[config.mk]
export PLATFORM = sky130hd
export DESIGN_NAME = fft_frame_arbiter
export DESIGN_NICKNAME = d
export VERILOG_FILES = /design/src/rtl/fft_arb_pkg.sv /design/src/rtl/fft_frame_arbiter_tag_fifo.sv /design/src/rtl/fft_frame_arbiter.sv
export SDC_FILE = /design/constraint.sdc
export NUM_CORES = 1
export LEC_CHECK = 0
export ABC_AREA = 1
export BUFFER_PORTS_ARGS = -buffer_cell sky130_fd_sc_hd__clkbuf_2
export CORE_ASPECT_RATIO = 1.2
export CORE_MARGIN = 2
export CORE_UTILIZATION = 46
export CTS_CLUSTER_SIZE = 12
export DETAILED_ROUTE_END_ITERATION = 8
export PLACE_DENSITY = 0.79
export SYNTH_ARGS = -nofsm -noshare
export SYNTH_HDL_FRONTEND = slang
export SYNTH_SLANG_ARGS = --single-unit
export TNS_END_PERCENT = 50
[constraint.sdc]
create_clock -name clock -period 2.5 [get_ports clock]
set_input_delay 0.5 -clock clock [delete_from_list [all_inputs] [get_ports clock]]
set_output_delay 0.5 -clock clock [all_outputs]
set_load 0.02 [all_outputs]
[src/rtl/fft_arb_pkg.sv]
// rtl/fft_arb_pkg.sv - shared types and helpers for the FFT frame arbiter
//
// Purpose: arbiter FSM state encoding, channel ID type and a width helper
// used by fft_frame_arbiter and tag_fifo.
// Ports: none (package).

package fft_arb_pkg;

  typedef enum logic [1:0] {
    ST_IDLE  = 2'd0,
    ST_ISSUE = 2'd1,
    ST_GAP   = 2'd2
  } arb_state_t;

  typedef logic ch_id_t;

  // Bits needed to count 0..value-1; never less than 1 so that degenerate
  // parameters (e.g. a gap counter with GAP=0) still give a legal vector.
  function automatic int clog2(input int value);
    int w;
    w = 1;
    while ((1 << w) < value) w++;
    return w;
  endfunction

endpackage

[src/rtl/fft_frame_arbiter_tag_fifo.sv]
// rtl/fft_frame_arbiter_tag_fifo.sv - in-flight channel tag FIFO
//
// Purpose: synchronous FIFO of 1-bit channel IDs, one entry per frame that
// has been issued into the FFT pipeline but not yet fully emitted.
// Ports:
//   clock, reset     clock and asynchronous active-low reset
//   push, push_data  enqueue a channel ID
//   pop              dequeue the head (ignored when empty)
//   head             current head entry
//   full, empty      occupancy flags
// A push while full is accepted only when a pop happens in the same cycle.

module tag_fifo
  import fft_arb_pkg::*;
#(
  parameter int DEPTH = 4
) (
  input  logic   clock,
  input  logic   reset,
  input  logic   push,
  input  ch_id_t push_data,
  input  logic   pop,
  output ch_id_t head,
  output logic   full,
  output logic   empty
);

  localparam int AW = clog2(DEPTH);
  localparam logic [AW:0]   FULL_COUNT = (AW + 1)'(DEPTH);
  localparam logic [AW-1:0] LAST_IDX   = AW'(DEPTH - 1);

  logic [DEPTH-1:0] mem;
  logic [AW-1:0]    wr_ptr;
  logic [AW-1:0]    rd_ptr;
  logic [AW:0]      count;
  logic             do_push;
  logic             do_pop;

  assign full    = (count == FULL_COUNT);
  assign empty   = (count == '0);
  assign head    = mem[rd_ptr];
  assign do_pop  = pop && !empty;
  assign do_push = push && (!full || do_pop);

  always_ff @(posedge clock or negedge reset) begin
    if (!reset) begin
      mem    <= '0;
      wr_ptr <= '0;
      rd_ptr <= '0;
      count  <= '0;
    end else begin
      if (do_push) begin
        mem[wr_ptr] <= push_data;
        wr_ptr      <= (wr_ptr == LAST_IDX) ? '0 : wr_ptr + 1'b1;
      end
      if (do_pop) begin
        rd_ptr <= (rd_ptr == LAST_IDX) ? '0 : rd_ptr + 1'b1;
      end
      case ({do_push, do_pop})
        2'b10:   count <= count + 1'b1;
        2'b01:   count <= count - 1'b1;
        default: count <= count;
      endcase
    end
  end

endmodule

[src/rtl/fft_frame_arbiter.sv]
// rtl/fft_frame_arbiter.sv - round-robin frame arbiter in front of an SDF FFT
//
// Purpose: grants whole N-sample frames from two sources to one FFT pipeline,
// drives a contiguous idata_en burst per frame, and tags each pipeline output
// frame with the channel that produced it.
// Ports:
//   clock, reset                  clock, asynchronous active-low reset
//   req[1:0]                      per-channel "full frame ready"
//   grant[1:0]                    one-hot; granted channel streams a sample per cycle
//   ch0_data_r/i, ch1_data_r/i    channel samples
//   fft_idata_en, fft_idata_r/i   to pipeline input (registered)
//   fft_odata_en, fft_odata_r/i   from pipeline output
//   odata_en, odata_r/i           tagged output (registered)
//   odata_ch, odata_last          owning channel, last sample of frame
//   busy                          issuing or frames in flight
//   err_orphan                    sticky: pipeline output with no frame in flight

module fft_frame_arbiter
  import fft_arb_pkg::*;
#(
  parameter int N         = 64,
  parameter int WIDTH     = 16,
  parameter int GAP       = 0,
  parameter int TAG_DEPTH = 4
) (
  input  logic             clock,
  input  logic             reset,
  input  logic [1:0]       req,
  output logic [1:0]       grant,
  input  logic [WIDTH-1:0] ch0_data_r,
  input  logic [WIDTH-1:0] ch0_data_i,
  input  logic [WIDTH-1:0] ch1_data_r,
  input  logic [WIDTH-1:0] ch1_data_i,
  output logic             fft_idata_en,
  output logic [WIDTH-1:0] fft_idata_r,
  output logic [WIDTH-1:0] fft_idata_i,
  input  logic             fft_odata_en,
  input  logic [WIDTH-1:0] fft_odata_r,
  input  logic [WIDTH-1:0] fft_odata_i,
  output logic             odata_en,
  output logic [WIDTH-1:0] odata_r,
  output logic [WIDTH-1:0] odata_i,
  output logic             odata_ch,
  output logic             odata_last,
  output logic             busy,
  output logic             err_orphan
);

  localparam int CW = clog2(N);
  localparam int GW = clog2(GAP + 1);
  localparam logic [CW-1:0] CNT_LAST = CW'(N - 1);
  localparam logic [GW-1:0] GAP_LAST = GW'((GAP > 0) ? GAP - 1 : 0);

  arb_state_t    state;
  arb_state_t    state_nxt;
  logic [CW-1:0] icnt;
  logic [CW-1:0] icnt_nxt;
  logic [GW-1:0] gcnt;
  logic [GW-1:0] gcnt_nxt;
  ch_id_t        rr_ptr;
  ch_id_t        rr_nxt;
  ch_id_t        cur_ch;
  ch_id_t        cur_ch_nxt;
  ch_id_t        winner;
  logic          can_start;
  logic          start;

  logic [CW-1:0] ocnt;
  logic          out_wrap;

  ch_id_t        fifo_head;
  logic          fifo_full;
  logic          fifo_empty;

  // With a single requester it wins outright; with both, rr_ptr decides.
  // req=00 yields 0 here but can_start is low then, so it is never used.
  assign winner    = (req == 2'b11) ? rr_ptr : req[1];
  assign can_start = (req != 2'b00) && !fifo_full;
  assign out_wrap  = fft_odata_en && (ocnt == CNT_LAST);

  always_comb begin
    state_nxt  = state;
    icnt_nxt   = icnt;
    gcnt_nxt   = gcnt;
    rr_nxt     = rr_ptr;
    cur_ch_nxt = cur_ch;
    start      = 1'b0;

    case (state)
      ST_IDLE: begin
        start = can_start;
      end
      ST_ISSUE: begin
        if (icnt == CNT_LAST) begin
          if (GAP > 0) begin
            state_nxt = ST_GAP;
            gcnt_nxt  = '0;
          end else begin
            // Back-to-back: re-arbitrate on the last sample cycle.
            start = can_start;
            if (!can_start) state_nxt = ST_IDLE;
          end
        end else begin
          icnt_nxt = icnt + 1'b1;
        end
      end
      ST_GAP: begin
        // Arbitrating on the last gap cycle keeps the idle run at exactly GAP.
        if (gcnt == GAP_LAST) begin
          start = can_start;
          if (!can_start) state_nxt = ST_IDLE;
        end else begin
          gcnt_nxt = gcnt + 1'b1;
        end
      end
      default: begin
        state_nxt = ST_IDLE;
      end
    endcase

    if (start) begin
      state_nxt  = ST_ISSUE;
      icnt_nxt   = '0;
      cur_ch_nxt = winner;
      rr_nxt     = ~winner;
    end
  end

  always_ff @(posedge clock or negedge reset) begin
    if (!reset) begin
      state  <= ST_IDLE;
      icnt   <= '0;
      gcnt   <= '0;
      rr_ptr <= 1'b0;
      cur_ch <= 1'b0;
      grant  <= 2'b00;
      busy   <= 1'b0;
    end else begin
      state  <= state_nxt;
      icnt   <= icnt_nxt;
      gcnt   <= gcnt_nxt;
      rr_ptr <= rr_nxt;
      cur_ch <= cur_ch_nxt;
      grant  <= (state_nxt == ST_ISSUE) ? {cur_ch_nxt, ~cur_ch_nxt} : 2'b00;
      busy   <= (state != ST_IDLE) || !fifo_empty;
    end
  end

  // Input path: one register stage between the granted source and the pipeline.
  always_ff @(posedge clock or negedge reset) begin
    if (!reset) begin
      fft_idata_en <= 1'b0;
      fft_idata_r  <= '0;
      fft_idata_i  <= '0;
    end else begin
      fft_idata_en <= |grant;
      if (grant[1]) begin
        fft_idata_r <= ch1_data_r;
        fft_idata_i <= ch1_data_i;
      end else if (grant[0]) begin
        fft_idata_r <= ch0_data_r;
        fft_idata_i <= ch0_data_i;
      end else begin
        fft_idata_r <= '0;
        fft_idata_i <= '0;
      end
    end
  end

  // Output path: count samples per frame, tag with FIFO head, pop on wrap.
  always_ff @(posedge clock or negedge reset) begin
    if (!reset) begin
      ocnt       <= '0;
      odata_en   <= 1'b0;
      odata_r    <= '0;
      odata_i    <= '0;
      odata_ch   <= 1'b0;
      odata_last <= 1'b0;
      err_orphan <= 1'b0;
    end else begin
      odata_en   <= fft_odata_en;
      odata_r    <= fft_odata_r;
      odata_i    <= fft_odata_i;
      odata_last <= out_wrap;
      if (fft_odata_en) begin
        ocnt     <= (ocnt == CNT_LAST) ? '0 : ocnt + 1'b1;
        odata_ch <= fifo_empty ? 1'b0 : fifo_head;
        if (fifo_empty) err_orphan <= 1'b1;
      end
    end
  end

  tag_fifo #(
    .DEPTH(TAG_DEPTH)
  ) u_tag_fifo (
    .clock    (clock),
    .reset    (reset),
    .push     (start),
    .push_data(winner),
    .pop      (out_wrap),
    .head     (fifo_head),
    .full     (fifo_full),
    .empty    (fifo_empty)
  );

endmodule

; ---- Yosys cells after proc, flatten, opt, wreduce, memory -nomap -nowiden
; Cells that the tools add are included.
[word_totals]
regBits = 100
latch_bits = 0
ram_bits = 0
romBits = 0
input_bits = 101
out_inout_bits = 72
wordCells = 92
n_memories = 0
[classes]
add_sub_neg = 7
n_mul = 0
div = 0
order_cmp = 3
n_eq_ne = 12
n_shift = 0
mux = 29
bitwise = 2
reduce_logical = 18
[ops]
columns = op, count
row1 = 16-bit two-way mux, 4
row2 = 6-bit two-way mux, 4
row3 = 2-bit two-way mux, 7
row4 = "6-bit by 1-bit adder with 6-bit output, second input constant", 2
row5 = "6-bit equality test, second input constant", 2
row6 = "2-bit equality test, second input constant", 5
row7 = 1-bit two-way mux, 8
row8 = 2-bit nonzero test, 4
row9 = "2-bit by 1-bit equality test with 1-bit output, second input constant", 3
row10 = "2-bit by 3-bit < comparator with 1-bit output, second input constant", 2
row11 = 2-bit one-hot mux with 3 select lines, 1
row12 = 3-bit one-hot mux with 2 select lines, 1
row13 = 1-bit logical AND, 5
row14 = "2-bit by 1-bit adder with 2-bit output, second input constant", 2
row15 = 4-bit bitwise mux, 1
row16 = 2-bit AND reduction, 2
row17 = "3-bit by 1-bit adder with 3-bit output, second input constant", 1
row18 = "3-bit equality test, second input constant", 1
row19 = 3-bit logical NOT, 1
row20 = 1-bit one-hot mux with 3 select lines, 1
row21 = "3-bit by 1-bit subtractor with 3-bit output, second input constant", 1
row22 = 1-bit binary-select mux with 2-bit select, 1
row23 = 1-bit demux with 2-bit select, 1
row24 = "2-bit by 1-bit >= comparator with 1-bit output, second input constant", 1
row25 = 7 further kinds, 10

; ---- Logic depth before layout (Yosys ltp)
; Gate-level depths: netlist of run 1.
[logic_depth]
word_depth = 9
depth_mapped = 12
ltp_nobuf = 12

; ---- Modules after synthesis
; A second synthesis of run 1 with hierarchy kept.
[unflattened]
cells_unflattened = 373
area_unflattened_um2 = 3844.9
[modules_own_cells]
columns = mod, instances, cells_per_inst, area_each_um2, seq_area_each_um2
row1 = fft_frame_arbiter, 1, 296, 3171.8, 2202.1
row2 = tag_fifo, 1, 77, 673.1, 275.3

; ---- Worst setup path after synthesis of run 1
; No wires, ideal clock.
[synth_timing]
path_kind = input -> register
from = in req[1]
to = reg u_tag_fifo.count[2]
setup_ps = 131
arrival_ps = 2020
t_required_ps = 2369
setup_slack_ps = 349
path_stages = 10
path_buffers = 0
cell_sequence = or2_4 nand3_4 inv_1 nor2_2 ha_1 inv_1 fa_1 a21oi_1 o21ai_0 xor2_1
[synth_via]
elab_chain_cells = 7
elab_cells_between_ends = 10
classes_between = 2 x eq/ne / 4 x mux / 4 x reduce/logical
[synth_lines]
columns = item, line_no
row1 = start: declaration, fft_frame_arbiter.sv:28  ; input logic [1:0] req,
row2 = 2-bit nonzero test (*), fft_frame_arbiter.sv:78  ; assign can_start = (req != 2'b00) && !fifo_full;
row3 = 1-bit logical AND (*), fft_frame_arbiter.sv:78
row4 = "1-bit two-way mux, on equally long branches", "fft_frame_arbiter.sv:109, fft_frame_arbiter.sv:94"
row5 = 1-bit one-hot mux with 3 select lines (*), fft_frame_arbiter.sv:89  ; case (state)
row6 = 1-bit logical AND (*), fft_frame_arbiter_tag_fifo.sv:43  ; assign do_push = push && (!full || do_pop);
row7 = 2-bit by 1-bit equality test with 1-bit output / 2-bit equality test (equally long branches), fft_frame_arbiter_tag_fifo.sv:59  ; case ({do_push, do_pop})
row8 = 3-bit one-hot mux with 2 select lines / 2-bit nonzero test (equally long branches), -
row9 = end signal: assignment, fft_frame_arbiter_tag_fifo.sv:60  ; 2'b10: count <= count + 1'b1;
row10 = end signal: assignment, fft_frame_arbiter_tag_fifo.sv:61  ; 2'b01: count <= count - 1'b1;
row11 = end signal: assignment, fft_frame_arbiter_tag_fifo.sv:62  ; default: count <= count;
row12 = end: declaration, fft_frame_arbiter_tag_fifo.sv:35  ; logic [AW:0] count;
; Every way passes the cells marked *; elsewhere a longest branch is shown, timed or not.
; A chain may end at the register's enable or synchronous reset.

; ---- Worst setup path after layout of run 1
[layout_timing]
from = reg ocnt[0]
to = reg u_tag_fifo.count[2]
[layout_via]
elab_chain_cells = 7
elab_cells_between_ends = 9
classes_between = 3 x eq/ne / 1 x mux / 5 x reduce/logical
[layout_lines]
columns = item, line_no
row1 = start: declaration, fft_frame_arbiter.sv:68  ; logic [CW-1:0] ocnt;
row2 = start signal: assignment, fft_frame_arbiter.sv:186  ; ocnt <= (ocnt == CNT_LAST) ? '0 : ocnt + 1'b1;
row3 = 6-bit equality test (*), fft_frame_arbiter.sv:79  ; assign out_wrap = fft_odata_en && (ocnt == CNT_LAST);
row4 = 1-bit logical AND (*), fft_frame_arbiter.sv:79
row5 = named net out_wrap, fft_frame_arbiter.sv:69  ; logic out_wrap;
row6 = 1-bit logical AND (*), fft_frame_arbiter_tag_fifo.sv:42  ; assign do_pop = pop && !empty;
row7 = named net u_tag_fifo.do_pop, fft_frame_arbiter_tag_fifo.sv:37  ; logic do_pop;
row8 = 1-bit logical OR, fft_frame_arbiter_tag_fifo.sv:43
row9 = 1-bit logical AND, fft_frame_arbiter_tag_fifo.sv:43
row10 = 2-bit by 1-bit equality test with 1-bit output / 2-bit equality test (equally long branches), fft_frame_arbiter_tag_fifo.sv:59
row11 = 3-bit one-hot mux with 2 select lines / 2-bit nonzero test (equally long branches), -
; Mark *: on every way through the listed nets, which the timed path passes. The rest lies on a longest branch.

==> summary.md, run 1 <==
| Metric | Value |
|---|---|
| Initial Util | `47.1%` |
| Ports | `173` |
| CP Class | `register to register` |
| HPWL after detailed placement | `7170 um` |
| Root buf cell | `clkbuf_8` |
| Row Count | `36` |
| H-tree levels | `3` |
| Fin crit share | `90.2%` |
| Reg2reg path depth | `11` |
| Compound-Gate Fraction of Synth Area | `2.47%` |
| Clock network latency to the later pin of the worst-skew pair | `380 ps` |
| Final WS setup | `244 ps` |
| Total die area | `0.00900 mm^2` |
| Slew Limit Fails | `0` |
| Filler cells | `650` |
| Die width | `86.9 um` |
| CP arrival | `2510 ps` |
| Hold Fails Final Rpt | `0` |
| Layout cells sized above 1 | `39.0%` |
| CTS resizes | `0` |
| First-pass GRT wire length | `13700 um` |
| Hold Buf Count CTS | `1` |
| Worst hold stages | `1` |
| Fmax achieved | `443 MHz` |
| Measured slew at the worst slew-check pin | `567 ps` |
| Max_cap viols | `0` |
| TritonCTS Buffers | `9` |
| Synthesis Warnings | `0` |
| Antenna violations before repair | `0` |
| Largest family of logic cells by synthesized area | `simple AND/OR/NAND/NOR gates` |
| Worst Skew | `9.73 ps` |
| CP Data Required Time | `2750 ps` |
| Gate Count Post-Synth | `365` |
| Drt first pass iters | `4` |
| Crit-path max FO | `5` |
| Largest net degree at the start of global routing | `51` |
| Synth cell types | `33` |
| Worst setup SP type | `register` |
| Setup crit end kind | `register` |
| Multiplexer area fraction after synthesis | `0%` |
| Post-route ant nets | `0` |
| Leak | `0.00284 uW` |
| Syn Area/Cell | `10.4 um^2` |
| Min-Delay Endpoint | `odata_r[15]` |
| R2r endpoint | `u_tag_fifo.count[2]` |
| Nets | `654` |
| Post-CTS Setup Inserts | `0` |
| Tmin final | `2260 ps` |
| Final setup TNS | `0 ps` |
| Grt total ovfl | `0` |
| Launch point of the worst reg-to-reg path | `ocnt[0]` |
| CTS tree | `done` |
| DR vias/cell | `4.90` |
| Core area | `0.00806 mm^2` |
| Vias in the first global route | `2905` |
| Port Buffers | `172` |
| Hold Path Class | `primary input to register` |
| RePlAce Congestion | `0.829` |
| DRT iter0 DRCs | `98` |
| Status | `completed` |
| Hold path startpoint | `fft_odata_r[15]` |
| Seq/Total Area, Yosys | `65.3%` |
| Antenna diodes | `0` |
| Drt drc | `0` |
| Power Dens Cells | `1040 mW/mm^2` |
| Die Ht | `103 um` |
| CTS Sinks | `99` |
| Via count | `3158` |
| Synth Net Count | `475` |
| Post-Route WL | `9300 um` |
| CTS max path bufs | `2` |
| Area growth from synthesis to layout | `32.2%` |
| Adder-cell share of the synthesized area | `3.17%` |
| Xor/xnor cell area share of the yosys netlist | `1.85%` |
| Maximum vdd drop | `0.503 mV` |
| Register bit total from synthesis | `99` |
| # setup viols final | `0` |
| Flop-to-flop setup slack | `240 ps` |
| Synth Cell Area | `0.00379 mm^2` |
| Relative slew slack | `62.2%` |
| RSZ-0062 raised after global routing | `no` |
| Wire per inst | `14.4 um` |
| GRT Overall Usage | `20.1%` |
| Reg clk slew, reported paths | `100 ps` |
| Pre-CTS setup slack | `123 ps` |
| Post-Synth Simple-Gate Area | `22.7%` |
[routing by layer]
layer | global-route usage, % | vias to the layer above | wire [um]
li1 | - | 1504 | -
met1 | 23.9 | 1504 | 3660
met2 | 32.8 | 125 | 4650
met3 | 4.60 | 25 | 628
met4 | 13.0 | 0 | 356
met5 | 0 | - | 0
[registers in the layout, summed over array words and instances (netlist names), 2 cells and up]
register and flops:
odata_i 16, odata_r 16, state 2, u_tag_fifo.count 3, u_tag_fifo.rd_ptr 2, ocnt 6
fft_idata_i 16, u_tag_fifo.wr_ptr 2, fft_idata_r 16, icnt 6, u_tag_fifo.mem 4, grant 2
[worst max-delay path by stage]
stage / from / cells past startpoint / slack [ps] / end
6_report: ocnt[0] / 11 / 240 / u_tag_fifo.count[2]
3_3_place_gp: fft_odata_en / 11 / 190 / u_tag_fifo.count[2]
3_5_place_dp: fft_odata_en / 11 / 120 / u_tag_fifo.count[2]
4_1_cts: ocnt[1] / 11 / 250 / u_tag_fifo.count[2]
5_1_grt: ocnt[0] / 11 / 80 / u_tag_fifo.count[2]
2_1_floorplan: req[1] / 10 / 350 / u_tag_fifo.count[2]
[cell families (layout without fill, tap and decap cells)]
kind of cell,after synthesis,after routing
XOR/XNOR,8,8
AND/OR/NAND/NOR,191,191
AO/OA/AOI/OAI,17,17
flip-flops,99,99
buffers and inverters,40,224
other,1,1
adder cells (fa/ha/maj),9,9
[metrics by stage]
stage	cell area, um^2	utilization [%]	cells	hold slack [ps]	total power (uW)
finish	5020	62.2	644	222	5200
global route	5020	62.2	644	209	5540
CTS	5020	62.2	644	211	5240
detailed placement	4780	59.3	627	391	4100
global placement	4780	59.3	627	389	4020
floorplan	3790	-	365	204	3460
[area by class of cell]
| cell class | instances | area (um^2) | share of cell area (%) |
|---|---|---|---|
| inverter | 28 | 105 | 2.09 |
| clock inverter | 6 | 88.8 | 1.77 |
| timing repair buffer | 180 | 938 | 18.7 |
| multi-input combinational | 226 | 1150 | 22.9 |
| tap | 95 | 119 | 2.37 |
| sequential | 99 | 2480 | 49.4 |
| clock buffer | 10 | 138 | 2.74 |
[power by group]
| group | switching [uW] | internal (uW) | leakage (uW) |
|---|---|---|---|
| registers | 238 | 2020 | 0.00122 |
| clock network | 557 | 590 | 0.000108 |
| logic | 1180 | 613 | 0.00151 |
| total | 1980 | 3220 | 0.00284 |
[cells in the mapped netlist (all sizes together)]
cell type	count	area share, %
nor2	17	2.0
a21oi	3	0.40
nand3	49	6.9
fa	1	0.53
inv	28	2.8
xor2	6	1.4
nor3	4	0.96
buf	3	0.73
conb	1	0.099
o21ai	12	1.7
or2	3	0.56
dfrtp	99	65
ha	8	2.6
xnor2	2	0.46
nand4	1	0.16
nand2	116	12
clkbuf	9	0.89
nor3b	1	0.20
a31o	1	0.23
o22ai	1	0.16
[critical path: stages, from the launching register on]
cell and delay [ps]:
dfrtp_1 380, ha_1 190, nand3_1 130, nor3_4 200, inv_2 80, nor2_4 130
ha_1 170, inv_1 70, fa_1 380, a21oi_1 150, o21ai_0 110, xor2_1 150
[layout by cell type (no fill, tap or decap), drive strengths merged]
cell type and instances:
a21oi 3, dfrtp 99, dlygate4sd3 1, o21ai 12, clkinv 2, xor2 6, nand2 116, or2 3
nor2 17, clkbuf 181, clkinvlp 2, ha 8, bufinv 2, nand4 1, inv 28, conb 1
buf 8, o22ai 1, nand3 49, nor3b 1, nor3 4, xnor2 2, fa 1, a31o 1
Note: power is estimated with default switching activity, not from simulation.
==> inputs of run 2 (changes only) <==
Settings changed: CORE_UTILIZATION 46 to 42, PLACE_DENSITY 0.79 to 0.76.
Clock period 2.5 ns to 1.95 ns, I/O delays scaled along.
==> run 2 against run 1 <==
- the flow now finishes with violations (negative setup slack)
- worst hold slack lost 97 ps
- clock skew grew 1.3 ps
- die area grew 9.1%
- clock-buffer cell count is the same
- first-iteration DRC count grew 24%
- via count grew 0.28%
- final cell count grew 7.0%
- register-to-register slack lost 290 ps
- global-route usage shrank 1.4 points
- combinational power grew 40%
- final area grew 3.4%
- critical path type unchanged
==> summary.md, run 2 (synthesis results as in run 1) <==
| Metric | Value |
|---|---|
| Hold Fails Final Rpt | `0` |
| Drt drc | `0` |
| GRT Overall Usage | `18.7%` |
| HPWL after detailed placement | `7160 um` |
| Top delay family on crit path | `adder cells` |
| Flop-to-flop setup slack | `-50 ps` |
| CP arrival | `2250 ps` |
| Post-CTS Setup Inserts | `0` |
| Final setup TNS | `-49.6 ps` |
| Most common cell after layout, fill and taps aside | `clkbuf_2` |
| Pre-CTS setup slack | `-188 ps` |
| Port Buffers | `172` |
| Maximum vdd drop | `0.516 mV` |
| Antenna violations before repair | `0` |
| Drt first pass iters | `4` |
| Area of the multi-input gates | `0.00117 mm^2` |
| Largest net degree at the start of global routing | `44` |
| # setup viols final | `1` |
| Worst setup SP type | `register` |
| First-pass GRT wire length | `14300 um` |
| Vias in the first global route | `2980` |
| Power Dens Cells | `1280 mW/mm^2` |
| Total die area | `0.00981 mm^2` |
| GR Layer Usage met2 | `32.9%` |
| Slowest-stage cell, CP | `dfrtp_1` |
| Hold Path Class | `primary input to register` |
| CP Cell Sequence | `ha_2 -> nand3_2 -> nor3_4 -> inv_2 -> nor2_4 -> ha_1 -> inv_1 -> fa_2 -> a21oi_2 -> o21ai_1 -> xor2_1` |
| Busiest grt layer | `met2` |
| Worst Skew | `11.0 ps` |
| Fmax achieved | `500 MHz` |
| Commonest cells after routing, fill and taps aside | `171 x clkbuf_2, 111 x nand2_1, 99 x dfrtp_1` |
| Setup crit end kind | `register` |
| Fin crit share | `103%` |
| CTS Sinks | `99` |
| Status | `finished with violations` |
| Crit path largest cell delay | `370 ps` |
| Via count | `3167` |
| DRT iter0 DRCs | `122` |
| CTS tree | `done` |
| Crit-path max FO | `2` |
| Violated checks | `negative setup slack` |
| Post-route ant nets | `0` |
| Final WS setup | `-49.6 ps` |
| Layout cells sized above 1 | `42.2%` |
| Met3 global-route usage | `3.76%` |
| Ports | `173` |
| Die width | `90.8 um` |
| Reg clk slew, reported paths | `100 ps` |
| Die Ht | `108 um` |
| TritonCTS Buffers | `9` |
| CP Class | `register to register` |
| Grt total ovfl | `0` |
| Max_cap viols | `0` |
| Clock network latency to the later pin of the worst-skew pair | `360 ps` |
| CP Data Required Time | `2200 ps` |
| CP bufs+invs | `2` |
| RSZ-0062 raised after global routing | `yes` |
| Leak | `0.00293 uW` |
| RePlAce Congestion | `0.795` |
| Antenna diodes | `0` |
| Root buf cell | `clkbuf_8` |
| Initial Util | `42.7%` |
| DR vias/cell | `4.60` |
| Row Count | `38` |
| Slew Limit Fails | `0` |
| Post-Route WL | `9150 um` |
| Filler cells | `767` |
| Storage element area | `0.00248 mm^2` |
| Tmin final | `2000 ps` |
| Nets | `674` |
| H-tree levels | `3` |
| Util after Layout | `58.3%` |
| Core area | `0.00889 mm^2` |
| Area growth from synthesis to layout | `36.7%` |
| Wire per inst | `13.3 um` |
| Routing usage on met1 | `22.5%` |
| CTS max path bufs | `2` |
## run 2: layout make-up
class | instances | area share [%]
clock buffers | 10 | 2.65
repair buffers | 200 | 21.0
well taps | 120 | 2.90
clock inverters | 6 | 1.06
multi-input cells | 226 | 22.6
flip-flops and latches | 99 | 47.8
inverters | 28 | 2.03
## run 2: routing by layer
| metal | vias up | wire (um) | part of all wire [%] |
|---|---|---|---|
| met5 | - | 0 | 0 |
| met4 | 0 | 182 | 2.0 |
| met3 | 17 | 521 | 5.7 |
| met2 | 118 | 4790 | 52 |
| met1 | 1484 | 3660 | 40 |
| li1 | 1548 | - | - |
## run 2: path summary, 6_finish.rpt
check	start	end	cells after the start
setup / recovery	ocnt[0]	u_tag_fifo.count[2]	11
hold / removal	fft_odata_i[7]	odata_i[7]	1
setup reg to reg	ocnt[0]	u_tag_fifo.count[2]	11
hold reg to reg	err_orphan	err_orphan	1
max in group asynchronous	reset	odata_r[12]	3
min in group asynchronous	reset	fft_idata_i[0]	2
## run 2: stage by stage
stage	area, um^2	hold slack [ps]	total power (uW)	instances
after floorplan	3790	94.4	4430	365
after global placement	4960	303	5300	672
after detailed placement	4960	306	5410	672
after CTS	5180	107	6700	689
after global routing	5190	98.2	7090	689
final	5190	125	6630	689
## run 2: power breakdown
part | switching [uW] | total (uW) | internal (uW)
Clock | 729 | 1260 | 526
Combinational | 1590 | 2520 | 928
Sequential | 271 | 2860 | 2590
## run 2: what timing repair did
| action | 4_1_cts | 5_1_grt |
|---|---|---|
| hold buffers | 1 | 0 |
| gates resized for setup | 6 | 1 |
| endpoints found under the setup margin | 2 | 2 |
| hold endpoints to repair | 18 | 0 |
| pin swaps | 3 | 2 |
==> inputs of run 3 (changes only) <==
Settings changed: CORE_UTILIZATION 42 to 30, PLACE_DENSITY 0.76 to unset, SKIP_LAST_GASP set to 1.
==> run 3 against run 2 <==
- the run now ends clean
- wire length about the same
- fmax up 3.8%
- total power up 10%
- utilization down 15 points
- sequential share of layout area down 1.9 points
- critical path type unchanged
==> summary.md, run 3 (synthesis results as in run 1) <==
| Metric | Value |
|---|---|
| Status | `completed` |
| CP Data Required Time | `2170 ps` |
| Port Buffers | `172` |
| Slew Limit Fails | `0` |
| Util after Layout | `43.2%` |
| Post-Route WL | `9160 um` |
| Reg clk slew, reported paths | `70 ps` |
| Antenna violations before repair | `0` |
| Flop-to-flop setup slack | `20 ps` |
| Vias in the first global route | `3086` |
| Antenna diodes | `0` |
| Tmin final | `1930 ps` |
| CP Cell Sequence | `ha_4 -> nand3_2 -> nor3_4 -> inv_2 -> nor2_4 -> ha_1 -> inv_1 -> fa_2 -> a21oi_1 -> o21ai_1 -> xor2_1` |
| Fin crit share | `98.8%` |
| Placed insts | `716` |
| Die Ht | `127 um` |
| Stages on worst setup path | `11` |
| Fmax achieved | `519 MHz` |
| Post-route ant nets | `0` |
| CP arrival | `2140 ps` |
| DR vias/cell | `4.32` |
| Sequential group share of total power | `38.7%` |
| Top delay family on crit path | `adder cells` |
| Row Count | `45` |
| CP Class | `register to register` |
| Setup crit end kind | `register` |
| Hold WS | `24.8 ps` |
| Worst setup SP type | `register` |
| Net Sw Frac | `36.0%` |
| Max_cap viols | `0` |
| R2r endpoint | `u_tag_fifo.count[2]` |
| Layout cells sized above 1 | `42.2%` |
| Largest net degree at the start of global routing | `41` |
| Sw power | `2630 uW` |
| Ports | `173` |
| CTS tree | `done` |
| Launch point of the worst reg-to-reg path | `ocnt[0]` |
| Slowest-stage cell, CP | `dfrtp_1` |
| Filler cells | `1202` |
| Grt total ovfl | `0` |
| Root buf cell | `clkbuf_16` |
| Drt first pass iters | `4` |
| Crit-path max FO | `2` |
| Most common cell after layout, fill and taps aside | `clkbuf_2` |
| Leak | `0.00300 uW` |
| Clock network latency to the later pin of the worst-skew pair | `330 ps` |
| First-pass GRT wire length | `14400 um` |
| CP bufs+invs | `2` |
| Initial Util | `30.4%` |
| Nets | `677` |
| Power Dens Cells | `1350 mW/mm^2` |
| Via count | `3175` |
| # setup viols final | `0` |
| RePlAce Congestion | `0.794` |
| Measured slew at the worst slew-check pin | `522 ps` |
| Pint | `4680 uW` |
| Core area | `0.0125 mm^2` |
| Reg2reg path depth | `11` |
| Relative slew slack | `65.2%` |
| Part of the power in the clock network | `25.6%` |
| Wire per inst | `12.5 um` |
| Commonest cells after routing, fill and taps aside | `171 x clkbuf_2, 111 x nand2_1, 99 x dfrtp_1` |
| Cell Count, Final, Fillers Out | `735` |
| Hold Fails Final Rpt | `0` |
| CTS max path bufs | `2` |
| TritonCTS Buffers | `9` |
| GRT Overall Usage | `13.5%` |
| Hold Path Class | `primary input to asynchronous set/reset pin` |
| Die width | `107 um` |
| CTS Sinks | `99` |
| Crit path largest cell delay | `390 ps` |
| HPWL after detailed placement | `6970 um` |
| Drt drc | `0` |
| Worst Skew | `8.29 ps` |
| Total die area | `0.0136 mm^2` |
| Comb power frac | `35.6%` |
| RSZ-0062 raised after global routing | `yes` |
| DRT iter0 DRCs | `110` |
| Hold Buf Count CTS | `0` |
| H-tree levels | `3` |
| Maximum vdd drop | `0.614 mV` |
| Area growth from synthesis to layout | `42.3%` |
run 3: cell types whose count changed in the layout (fill, tap and decap cells not counted), moves of 2 or more:
cell / change
buf_4: +3
bufinv_16: +2
clkbuf_16: +9
clkbuf_8: -10
clkinv_4: -2
clkinvlp_4: +2
inv_6: -2
run 3: power groups by stage:
| stage | combinational [uW] | sequential (uW) | clock (uW) |
|---|---|---|---|
| final | 2600 | 2830 | 1870 |
| after global placement | 2520 | 2850 | 0 |
| after floorplan | 1140 | 3290 | 0 |
| after detailed placement | 2570 | 2870 | 0 |
| after global routing | 2890 | 2890 | 2030 |
| after CTS | 2610 | 2830 | 1940 |
run 3: per-layer routing:
layer	global-route usage, %	share of wire (%)	vias up
li1	-	-	1551
met1	14.9	38	1494
met2	24.7	53	119
met3	3.88	7.6	11
met4	4.43	1.3	0
met5	0	0	-
run 3: worst max path at each step:
stage                 start                  end  slack (ps)
floorplan           ocnt[0]  u_tag_fifo.count[2]        -100
global placement     req[1]  u_tag_fifo.count[2]        -120
detailed placement   req[1]  u_tag_fifo.count[2]        -150
CTS                 ocnt[1]  u_tag_fifo.count[2]        -100
global route        icnt[0]  u_tag_fifo.count[2]         -80
finish              ocnt[0]  u_tag_fifo.count[2]          20
run 3: through the flow:
stage          worst slack, ps  power, uW  instance area, um^2  setup TNS (ps)
5_1_grt                  -77.5       7810                 5400            -101
4_1_cts                  -95.6       7390                 5370            -131
2_1_floorplan            -96.4       4430                 3790           -96.4
3_5_place_dp              -149       5440                 5030            -149
3_3_place_gp              -122       5360                 5030            -122
6_report                  24.0       7310                 5400               0
run 3: layout make-up:
class	instances	area (um^2)	share of cell area, %
clock buffer	9	225	4.17
clock inverter	6	88.8	1.65
multi-input combinational	226	1180	21.8
timing repair buffer	203	1120	20.8
inverter	28	105	1.95
tap	164	205	3.80
sequential	99	2480	45.9
run 3: repair_timing:
item,4_1_cts,5_1_grt
setup buffers,2,2
endpoints found under the setup margin,2,2
pin swaps,5,3
cloned,0,0
gates resized for setup,4,3
run 3: worst reg2reg max path, cell delays in order (launching register included):
cell and delay, ps:
dfrtp_1 390, ha_4 150, nand3_2 70, nor3_4 140, inv_2 70, nor2_4 100
ha_1 150, inv_1 60, fa_2 340, a21oi_1 120, o21ai_1 80, xor2_1 140
